$ cat src/rtl/score_scan.sv
// score_scan: BCD score accumulator with serial digit adder and multiplexed 7-segment scan outputs.
module score_scan #(
  parameter int SCAN_DIV = 50000
) (
  input  logic        clk,
  input  logic        reset,
  input  logic        clear,
  input  logic        add_valid,
  input  logic [2:0]  add_lines,
  output logic        add_ready,
  output logic [15:0] score_bcd,
  output logic [3:0]  num,
  output logic [3:0]  digit_sel,
  output logic        blank
);
  typedef enum logic [1:0] {IDLE, ADD, COMMIT} state_t;
  state_t state, state_n;
  logic [15:0] work;
  logic        carry;
  logic [1:0]  d;
  logic [3:0]  pts, pts_n, dig;
  logic [4:0]  sum;
  logic [19:0] cnt;
  logic [1:0]  idx;
  assign pts_n = add_lines == 3'd0 ? 4'd0 : add_lines == 3'd1 ? 4'd1 : add_lines == 3'd2 ? 4'd3 :
                 add_lines == 3'd3 ? 4'd5 : 4'd8;
  // Only the ones digit of the addend is nonzero; higher digits just ripple the carry.
  assign sum = 5'(work[{d, 2'b00} +: 4]) + 5'(d == 2'd0 ? pts : 4'd0) + 5'(carry);
  assign dig = 4'(sum > 5'd9 ? sum - 5'd10 : sum);
  always_ff @(posedge clk or posedge reset)
    if (reset) state <= IDLE;
    else state <= state_n;
  always_comb begin
    state_n = clear ? IDLE : state == IDLE ? (add_valid ? ADD : IDLE) :
              state == ADD ? (d == 2'd3 ? COMMIT : ADD) : IDLE;
  end
  always_ff @(posedge clk or posedge reset)
    if (reset) begin
      score_bcd <= '0;
      work <= '0;
      carry <= 1'b0;
      d <= '0;
      pts <= '0;
    end else if (clear) score_bcd <= '0;
    else if (state == IDLE && add_valid) begin
      work <= score_bcd;
      d <= '0;
      carry <= 1'b0;
      pts <= pts_n;
    end else if (state == ADD) begin
      work[{d, 2'b00} +: 4] <= dig;
      carry <= sum > 5'd9;
      d <= d + 2'd1;
    end else if (state == COMMIT) score_bcd <= carry ? 16'h9999 : work;
  always_ff @(posedge clk or posedge reset)
    if (reset) begin
      cnt <= '0;
      idx <= '0;
    end else if (cnt == 20'(SCAN_DIV - 1)) begin
      cnt <= '0;
      idx <= idx + 2'd1;
    end else cnt <= cnt + 20'd1;
  always_comb begin
    add_ready = state == IDLE;
    digit_sel = 4'b0001 << idx;
    num = score_bcd[{idx, 2'b00} +: 4];
    blank = idx == 2'd3 ? score_bcd[15:12] == 4'd0 : idx == 2'd2 ? score_bcd[15:8] == 8'd0 :
            idx == 2'd1 ? score_bcd[15:4] == 12'd0 : 1'b0;
  end
endmodule
$ cat config.mk
export PLATFORM = sky130hd
export DESIGN_NAME = score_scan
export DESIGN_NICKNAME = d
export VERILOG_FILES = /design/src/rtl/score_scan.sv
export SDC_FILE = /design/constraint.sdc
export NUM_CORES = 1
export LEC_CHECK = 0
export BUFFER_PORTS_ARGS = -buffer_cell sky130_fd_sc_hd__buf_2
export CAP_MARGIN = 25
export CORE_ASPECT_RATIO = 1.5
export CORE_MARGIN = 4
export CORE_UTILIZATION = 53
export CTS_CLUSTER_DIAMETER = 120
export CTS_CLUSTER_SIZE = 16
export DETAILED_ROUTE_END_ITERATION = 12
export HOLD_SLACK_MARGIN = 0.12
export PLACE_DENSITY = 0.77
export SYNTH_ARGS = -nofsm -noshare
export SYNTH_HDL_FRONTEND = slang
export SYNTH_SLANG_ARGS = --single-unit
$ cat constraint.sdc
create_clock -name clk -period 3 [get_ports clk]
set_input_delay 0.15 -clock clk [delete_from_list [all_inputs] [get_ports clk]]
set_output_delay 0.15 -clock clk [all_outputs]
set_load 0.02 [all_outputs]
==> impl_summary.md, run 1 <==
GRT
The number of global-route vias before repair came to 2817. The global-route wire length before repair is 14000 um. The number of antenna violations at the first check in global routing is 0. After global routing the overflow that remains totals 0. Across every metal layer, demand over resource in global routing totals 0.238. Entering global routing, the biggest net connects 35 pins.

Finish
The library cell used most frequently in the layout, excluding fill and tap cells, is sky130_fd_sc_hd__dfrtp_1. The number of nets in the final layout is 424. For this run, the share of the core covered by cells in the final layout is 0.656.

The count of inserted antenna diode cells is 0. The finished cells cover 4080 sq um. Of the cells placed in the final design, the portion with a size suffix greater than 1 is 0.241.

The finished layout holds 480 standard cells, fillers aside. The layout overhead on the synthesized area is 18.6%. In the layout the commonest cells are sky130_fd_sc_hd__dfrtp_1 (63), sky130_fd_sc_hd__nor2_1 (36), sky130_fd_sc_hd__nand2_1 (33), sky130_fd_sc_hd__buf_2 (32), sky130_fd_sc_hd__a21oi_1 (23).

Worst setup path
The largest individual stage delay along the critical path comes from the cell sky130_fd_sc_hd__fa_2. The reg-to-reg critical path endpoint is work[10]. The worst flop-to-flop path startpoint is d[0]. The setup slack of the worst register-to-register path is 0.02 ns. STA puts the critical path data arrival time at 3.25 ns. The critical path starts at d[0]. Of all nets on the critical path, the largest fanout is 4. The worst setup path is captured at a flip-flop. The element type at the critical path start is a flip-flop. Data on the critical path is required at its endpoint by 3.27 ns. For the worst flop-to-flop path, the logic depth is 11.

The type of the worst setup path is reg2reg. The critical path goes through mux4_2, inv_2, fa_2, inv_2, fa_2, inv_2, ha_4, a22oi_2, a31oi_4, mux2_4, o22ai_2. On the worst path, the slowest cell contributes a delay of 0.53 ns.

Following the worst setup path forward leads to its endpoint at work[10]. The cell type with the highest occurrence count on the critical path is sky130_fd_sc_hd__inv_2.

Timing
At the pin with the least slew margin, the transition time is 0.679 ns. The count of final setup violators is 0. Static timing analysis puts the maximum clock frequency at 0.336 GHz.

The final clock period utilization by the worst path is 0.993. Subtracting the final worst setup slack from the clock period gives 2.98 ns. The number of pins with negative max-slew slack in the final report is 0. Setup repair after global routing could not meet its margin everywhere.

Final hold analysis gives a worst-case slack of 0.219 ns. The relative slew slack is 0.544. Adding up every negative setup slack in the final design gives 0 ns. The worst setup slack after layout is 0.0195 ns.

The number of hold-slack violations in the final timing report came to 0. The worst clock skew is 0.0130 ns.

Logic synthesis
Synthesis inferred 63 register bits. In this run the mean area of a mapped cell was 9.78 sq um. In this run, synthesis inferred 0 flip-flops with an integrated enable. For this run, the register share of the synthesized area comes to 0.458. Among all flip-flop cells after synthesis, the most frequent one is sky130_fd_sc_hd__dfrtp_1. The count of cell types in the netlist is 49. The post-synthesis cell type with the largest combined area is sky130_fd_sc_hd__dfrtp_1. The post-synthesis cell count is 352. The area of the mapped netlist is 3440 sq um. The Yosys warning count is 0. The share of synthesized area in the top cell type comes to 0.458. Of all flip-flops after synthesis, the portion carrying an async set or reset was 1.00.

Yosys attributes the largest share of cell area to sky130_fd_sc_hd__dfrtp_1 (46%), sky130_fd_sc_hd__mux4_2 (5.2%), sky130_fd_sc_hd__ha_1 (5.1%), sky130_fd_sc_hd__nor2_1 (3.9%), sky130_fd_sc_hd__nand2_1 (3.6%). The synthesized netlist net count is 375.

Pwr
The static leakage power is 1.88 nW. IR analysis of the VDD net gives a maximum drop of 0.450 mV. For this design the ratio of total power to cell area is 692 nW/um^2.

Summing internal, switching and leakage power gives 2.82 mW.

Floorplanning
The die boundary width is 73.8 um. The area of the die is 7870 sq um. The die is 107 um tall. The number of top-level pins is 33. The floorplan has 35 rows. The initial utilization of the core area, before any placement, comes to 0.553. The area inside the core boundary is 6220 sq um.

Place
The number of placed instances, taps included, is 457. OpenSTA, run right after detailed placement, puts the worst setup slack at -0.0297 ns. Summing all placed instances gives a cell area of 3760 sq um. The number of buffers added on ports is 32. The HPWL after detailed placement is 6440 um. The final RePlAce weighted congestion is 0.881.

Detailed routing
Summing over every cut layer, the via total after detailed routing is 2818. The first TritonRoute pass finished after 4 iterations. The routed length on met2 is 4770 um. The DRC marker count from the first detailed-route iteration is 247.

After detailed routing, the met3 layer carries 482 um of wire. Using the TritonRoute via totals, the vias-per-cell ratio works out to 5.87. The highest metal layer carrying signal wires in the routed design is met4. The total DRC errors in the routed layout is 0. After detailed routing, the average wire length per cell comes to 18.1 um. After detailed routing, the wire length on met1 is 3260 um. Summed over all layers, the routed wires come to 8710 um.

The final antenna-violating net count is 0.

Status
The flow ran to the end, and the final reports show no timing, DRC or antenna violations.

Clock tree
TritonCTS built the clock tree. The deepest clock path buffer count is 2. The H-tree level count is 3. The clock transition at the registers of the reported paths is 0.08 ns. The clock net in this run drives a total of 63 sinks.

At the later pin of the worst-skew pair, clock insertion delay measures 0.35 ns. The tree is rooted in a sky130_fd_sc_hd__clkbuf_8. The clock buffer count from CTS is 9.

Flow run
The count of maximum capacitance violations is 0.

Hold path
The worst hold-check path type is in2reg.
flip-flops by register name, indices dropped and copies added (netlist names):
register	cells
idx	2
score_bcd	16
cnt	20
carry	1
d	2
pts	4
state	2
work	16
worst min-delay path by stage:
stage | startpoint | end | slack, ns | cells past startpoint
after detailed placement | reset | score_bcd[8] | 0.27 | 2
after global placement | reset | score_bcd[12] | 0.26 | 2
after global routing | clear | score_bcd[1] | 0.22 | 2
after CTS | clear | score_bcd[1] | 0.21 | 2
after floorplan | add_lines[2] | pts[0] | 0.25 | 1
final | clear | score_bcd[1] | 0.22 | 2
per-layer routing:
metal | vias to the layer above | GRT usage
li1 | 1342 | -
met1 | 1379 | 0.270
met2 | 83 | 0.416
met3 | 14 | 0.0563
met4 | 0 | 0.101
met5 | - | 0
where the power goes:
group | internal [mW] | switching, mW
clock | 0.382 | 0.347
sequential | 0.911 | 0.0574
combinational | 0.530 | 0.595
total | 1.82 | 1.00
repair_timing:
item	4_1_cts	5_1_grt
resized for setup	1	13
hold buffers	6	0
pin swaps	1	7
buffers inserted	1	0
setup endpoints to repair	5	12
endpoints found under the hold margin	33	0
synth_stat cells (all sizes together), types with 2 or more instances:
cell    count
clkbuf     13
a21o        4
ha         14
and2        4
fa          2
mux2        2
nand4       7
o21ai      12
nor2b       5
or2         2
a21oi      25
nor4        6
o22ai       6
inv        15
nor2       36
or3         2
o221ai      3
xnor2      13
nand2b      3
a31oi       5
a32oi       2
dfrtp      63
mux4        8
nand3      22
xor2        8
and3        4
nand2      33
buf         4
nor3       17
worst max-delay path: cells and delay by family, from the launching register on:
family                   cells  cell delay [ns]
adder cells (fa/ha/maj)      3             0.89
AO/OA/AOI/OAI                3             0.56
flip-flops                   1             0.40
multiplexers                 2             0.88
buffers and inverters        3             0.16
cell type report:
cell class	count	area, sq um
Clock buffer	9	124
Clock inverter	7	73.8
Fill cell	503	2140
Inverter	16	60.1
Multi-Input combinational cell	256	1810
Sequential cell	63	1580
Tap cell	74	92.6
Timing Repair Buffer	55	348
logic make-up (layout without fill, tap and decap cells):
| kind of cell | Yosys count | in the layout | synth area share |
|---|---|---|---|
| simple gates | 146 | 146 | 0.212 |
| compound gates | 63 | 63 | 0.116 |
| flops | 63 | 63 | 0.458 |
| buf+inv | 33 | 87 | 0.0382 |
| xor+xnor | 21 | 21 | 0.0535 |
| fa+ha+maj | 16 | 16 | 0.0625 |
| mux | 10 | 10 | 0.0600 |
Power figures use the tool's default switching activity.
==> run 2, diff against run 1 <==
Settings changed: BUFFER_PORTS_ARGS -buffer_cell sky130_fd_sc_hd__buf_2 to -buffer_cell sky130_fd_sc_hd__clkbuf_2.
==> run 2 against run 1 <==
Compared with the run above: sequential share of layout area is 0.26 points lower; core utilization is 0.44 points higher; highest routed layer unchanged; clock power is 10% higher; worst setup slack worse by 0.054 ns; the flow now finishes with violations (setup timing).
==> impl_summary.md, run 2 (synthesized netlist as in run 1, its figures left out) <==
Pwr
The switching power share of the total is 0.346 (-0.00796). The cell area power density is 733 nW/um^2 (+6.0%). The clock share of power is 0.267 (+0.009). The combinational cell fraction of total power is 0.412 (+0.013). The worst vdd rail ir drop is 0.409 mV (-9.1%). The switching power of the nets was 1.04 mW (+4.3%).

The static leakage power is 1.88 nW (+0.25%). The share of total power in sequential cells is 0.322 (-0.021). The internal cell power is 1.97 mW (+8.0%).

Worst setup path
The type of the worst setup path is reg2reg. The worst setup path is captured at a flip-flop. The endpoint required time on the critical path is 3.27 ns (about the same). The element type at the critical path start is a flip-flop.

The data arrival time of the critical path is 3.31 ns (+0.06 ns). The setup slack of the worst register-to-register path is -0.03 ns (-0.05 ns). The worst-case reg-to-reg path depth is 11 (unchanged). The worst register-to-register path begins at d[0].

The reg-to-reg critical path endpoint is work[10]. The worst-path maximum fanout is 4 (unchanged).

Floorplanning
The area inside the core boundary came to 6220 sq um (unchanged). The number of top-level pins is 33 (unchanged). The die height came to 107 um (unchanged). The floorplan row count was 35 (unchanged).

The effective utilization at floorplan is 0.553 (unchanged). The die boundary width was 73.8 um (unchanged). The area of the die is 7870 sq um (unchanged).

Detailed routing
The final routed wirelength across all metal layers is 9100 um (+4.5%). The via total after detailed routing is 2993 (+6.2%). The number of vias per cell is 6.22 (+6.0%). The total DRC errors in the routed layout came to 0 (unchanged). The wire length per cell after detailed routing is 18.9 um (+4.3%). The number of search-and-repair iterations in the first detailed-routing pass came to 6 (+2). The DRC marker count from the first detailed-route iteration is 304 (+23%).

The final antenna-violating net count was 0 (unchanged).

Timing
The number of pins with negative max-slew slack in the final report is 0 (unchanged). The worst setup slack after layout was -0.0346 ns (-0.0541 ns). Setup repair after global routing could not meet its margin everywhere.

The peak clock frequency supported by timing came to 0.330 GHz (-1.8%). The relative slew slack is 0.527 (-0.0175). The final critical-path required period was 3.03 ns (+0.0541 ns).

The final clock period utilization by the worst path is 1.01 (+0.0180). The count of final setup violators is 4 (+4). The final-layout setup total negative slack is -0.104 ns (-0.104 ns). The transition time at the pin with the least slew margin was 0.707 ns (+0.0287 ns). The worst clock skew is 0.0135 ns (+0.000513 ns). The number of hold-slack violations in the final timing report was 0 (unchanged).

Clock tree
The number of sinks driven by the clock tree is 63 (unchanged). The CTS tree is done. The clock transition at the registers of the reported paths was 0.08 ns (about the same).

The clock buffer count from CTS is 9 (unchanged). The root buffer selected by CTS is sky130_fd_sc_hd__clkbuf_8. The deepest clock path buffer count came to 2 (unchanged). The source-to-sink clock delay at the later pin of the worst-skew pair came to 0.35 ns (about the same). The H-tree level count is 3 (unchanged).

Finish
The number of nets in the final layout is 425 (+0.24%). The layout overhead on the synthesized area is 19.4%. In the layout the commonest cells are sky130_fd_sc_hd__dfrtp_1 (63), sky130_fd_sc_hd__nor2_1 (36), sky130_fd_sc_hd__nand2_1 (33), sky130_fd_sc_hd__clkbuf_2 (32), sky130_fd_sc_hd__a21oi_1 (23). The final core utilization is 0.661 (+0.00443).

The most common cell after layout, fill and taps aside is sky130_fd_sc_hd__dfrtp_1. The count of inserted antenna diode cells is 0 (unchanged). The share of post-route cells with drive strength above 1 is 0.243 (+0.00186). The number of flip-flops in the largest register is 20 (unchanged). The largest registers in the layout are cnt (20), score_bcd (16), work (16).

The register with the most flip-flops in the final layout is cnt.

Hold path
The path with the worst hold slack has its endpoint at carry. The worst hold path stage count is 4 (+2). The startpoint identified for the worst hold timing path is add_valid.

The path class of the tightest hold or removal check is in2reg.

GRT
The global routing usage summed across all routing layers is 0.250 (+0.0122). The number of global-route vias before repair is 3035 (+7.7%). The total overflow reported by the global router is 0 (unchanged). The global-route wire length before repair is 14800 um (+5.5%). The maximum number of pins on one net before global-route repair is 51 (+46%). The number of antenna violations at the first check in global routing is 0 (unchanged).

Status
The run finished, with violations left. The final reports fail on setup timing.

Place
The final RePlAce weighted congestion is 0.924 (+4.9%). The number of buffers added on ports is 32 (unchanged). The HPWL after detailed placement is 6520 um (+1.3%).

Flow run
The count of maximum capacitance violations is 0 (unchanged).
## run 2: changes by cell type in the layout (fill, tap and decap cells not counted), sizes merged
| cell | previous run | this run |
|---|---|---|
| clkbuf | 9 | 42 |
| bufinv | 1 | 2 |
| clkinvlp | 4 | 2 |
| buf | 49 | 18 |
## run 2: repair_timing
action                                  in CTS  in global routing
hold buffers                                 6                  0
hold endpoints to repair                    17                  0
setup buffers                                1                  1
gates resized for setup                      7                  9
pin swaps                                    3                  4
endpoints found under the setup margin       8                 12
## run 2: how the worst max path moves through the flow
stage               from  endpoint  slack, ns  depth (start not counted)
floorplan           d[0]   work[6]       0.01                         13
global placement    d[0]   work[6]       0.03                         11
detailed placement  d[0]   work[6]      -0.04                         11
CTS                 d[0]  work[10]      0.003                         11
global route        d[0]  work[10]      -0.12                         11
finish              d[0]  work[10]      -0.03                         11
## run 2: worst max-delay path, stage by stage (launching register included)
cell	delay (ns)
sky130_fd_sc_hd__dfrtp_1	0.41
sky130_fd_sc_hd__mux4_2	0.53
sky130_fd_sc_hd__inv_2	0.07
sky130_fd_sc_hd__fa_2	0.23
sky130_fd_sc_hd__inv_2	0.05
sky130_fd_sc_hd__fa_2	0.54
sky130_fd_sc_hd__inv_2	0.06
sky130_fd_sc_hd__ha_4	0.15
sky130_fd_sc_hd__a22oi_2	0.22
sky130_fd_sc_hd__a31oi_4	0.16
sky130_fd_sc_hd__mux2_4	0.37
sky130_fd_sc_hd__o22ai_2	0.16
## run 2: area by class of cell
| type | count | area [sq um] |
|---|---|---|
| fillers | 489 | 2110 |
| multi-input cells | 256 | 1810 |
| flip-flops and latches | 63 | 1580 |
| repair buffers | 56 | 355 |
| clock buffers | 10 | 128 |
| well taps | 74 | 92.6 |
| clock inverters | 6 | 85.1 |
| inverters | 16 | 60.1 |
## run 2: power by group through the flow
stage	Sequential (mW)	Combinational, mW	Clock [mW]
2_1_floorplan	0.962	0.662	0
3_3_place_gp	0.979	0.993	0
3_5_place_dp	0.983	1.02	0
4_1_cts	0.967	1.14	0.814
5_1_grt	0.975	1.32	0.850
6_report	0.969	1.24	0.803
## run 2: layer usage
layer	vias to the layer above	global-route usage	share of wire
li1	1347	-	-
met1	1442	0.273	0.35
met2	151	0.424	0.52
met3	53	0.0478	0.062
met4	0	0.170	0.061
met5	-	0	0
## run 2: stage by stage
step / std cells / cell area, sq um / hold slack (ns) / worst slack [ns] / power (mW)
2_1_floorplan: 352 / 3470 / 0.247 / 0.0148 / 1.62
3_3_place_gp: 457 / 3760 / 0.0928 / 0.0329 / 1.97
3_5_place_dp: 457 / 3760 / 0.101 / -0.0442 / 2.00
4_1_cts: 480 / 4070 / 0.217 / 0.00276 / 2.92
5_1_grt: 481 / 4110 / 0.267 / -0.115 / 3.14
6_report: 481 / 4110 / 0.225 / -0.0346 / 3.01
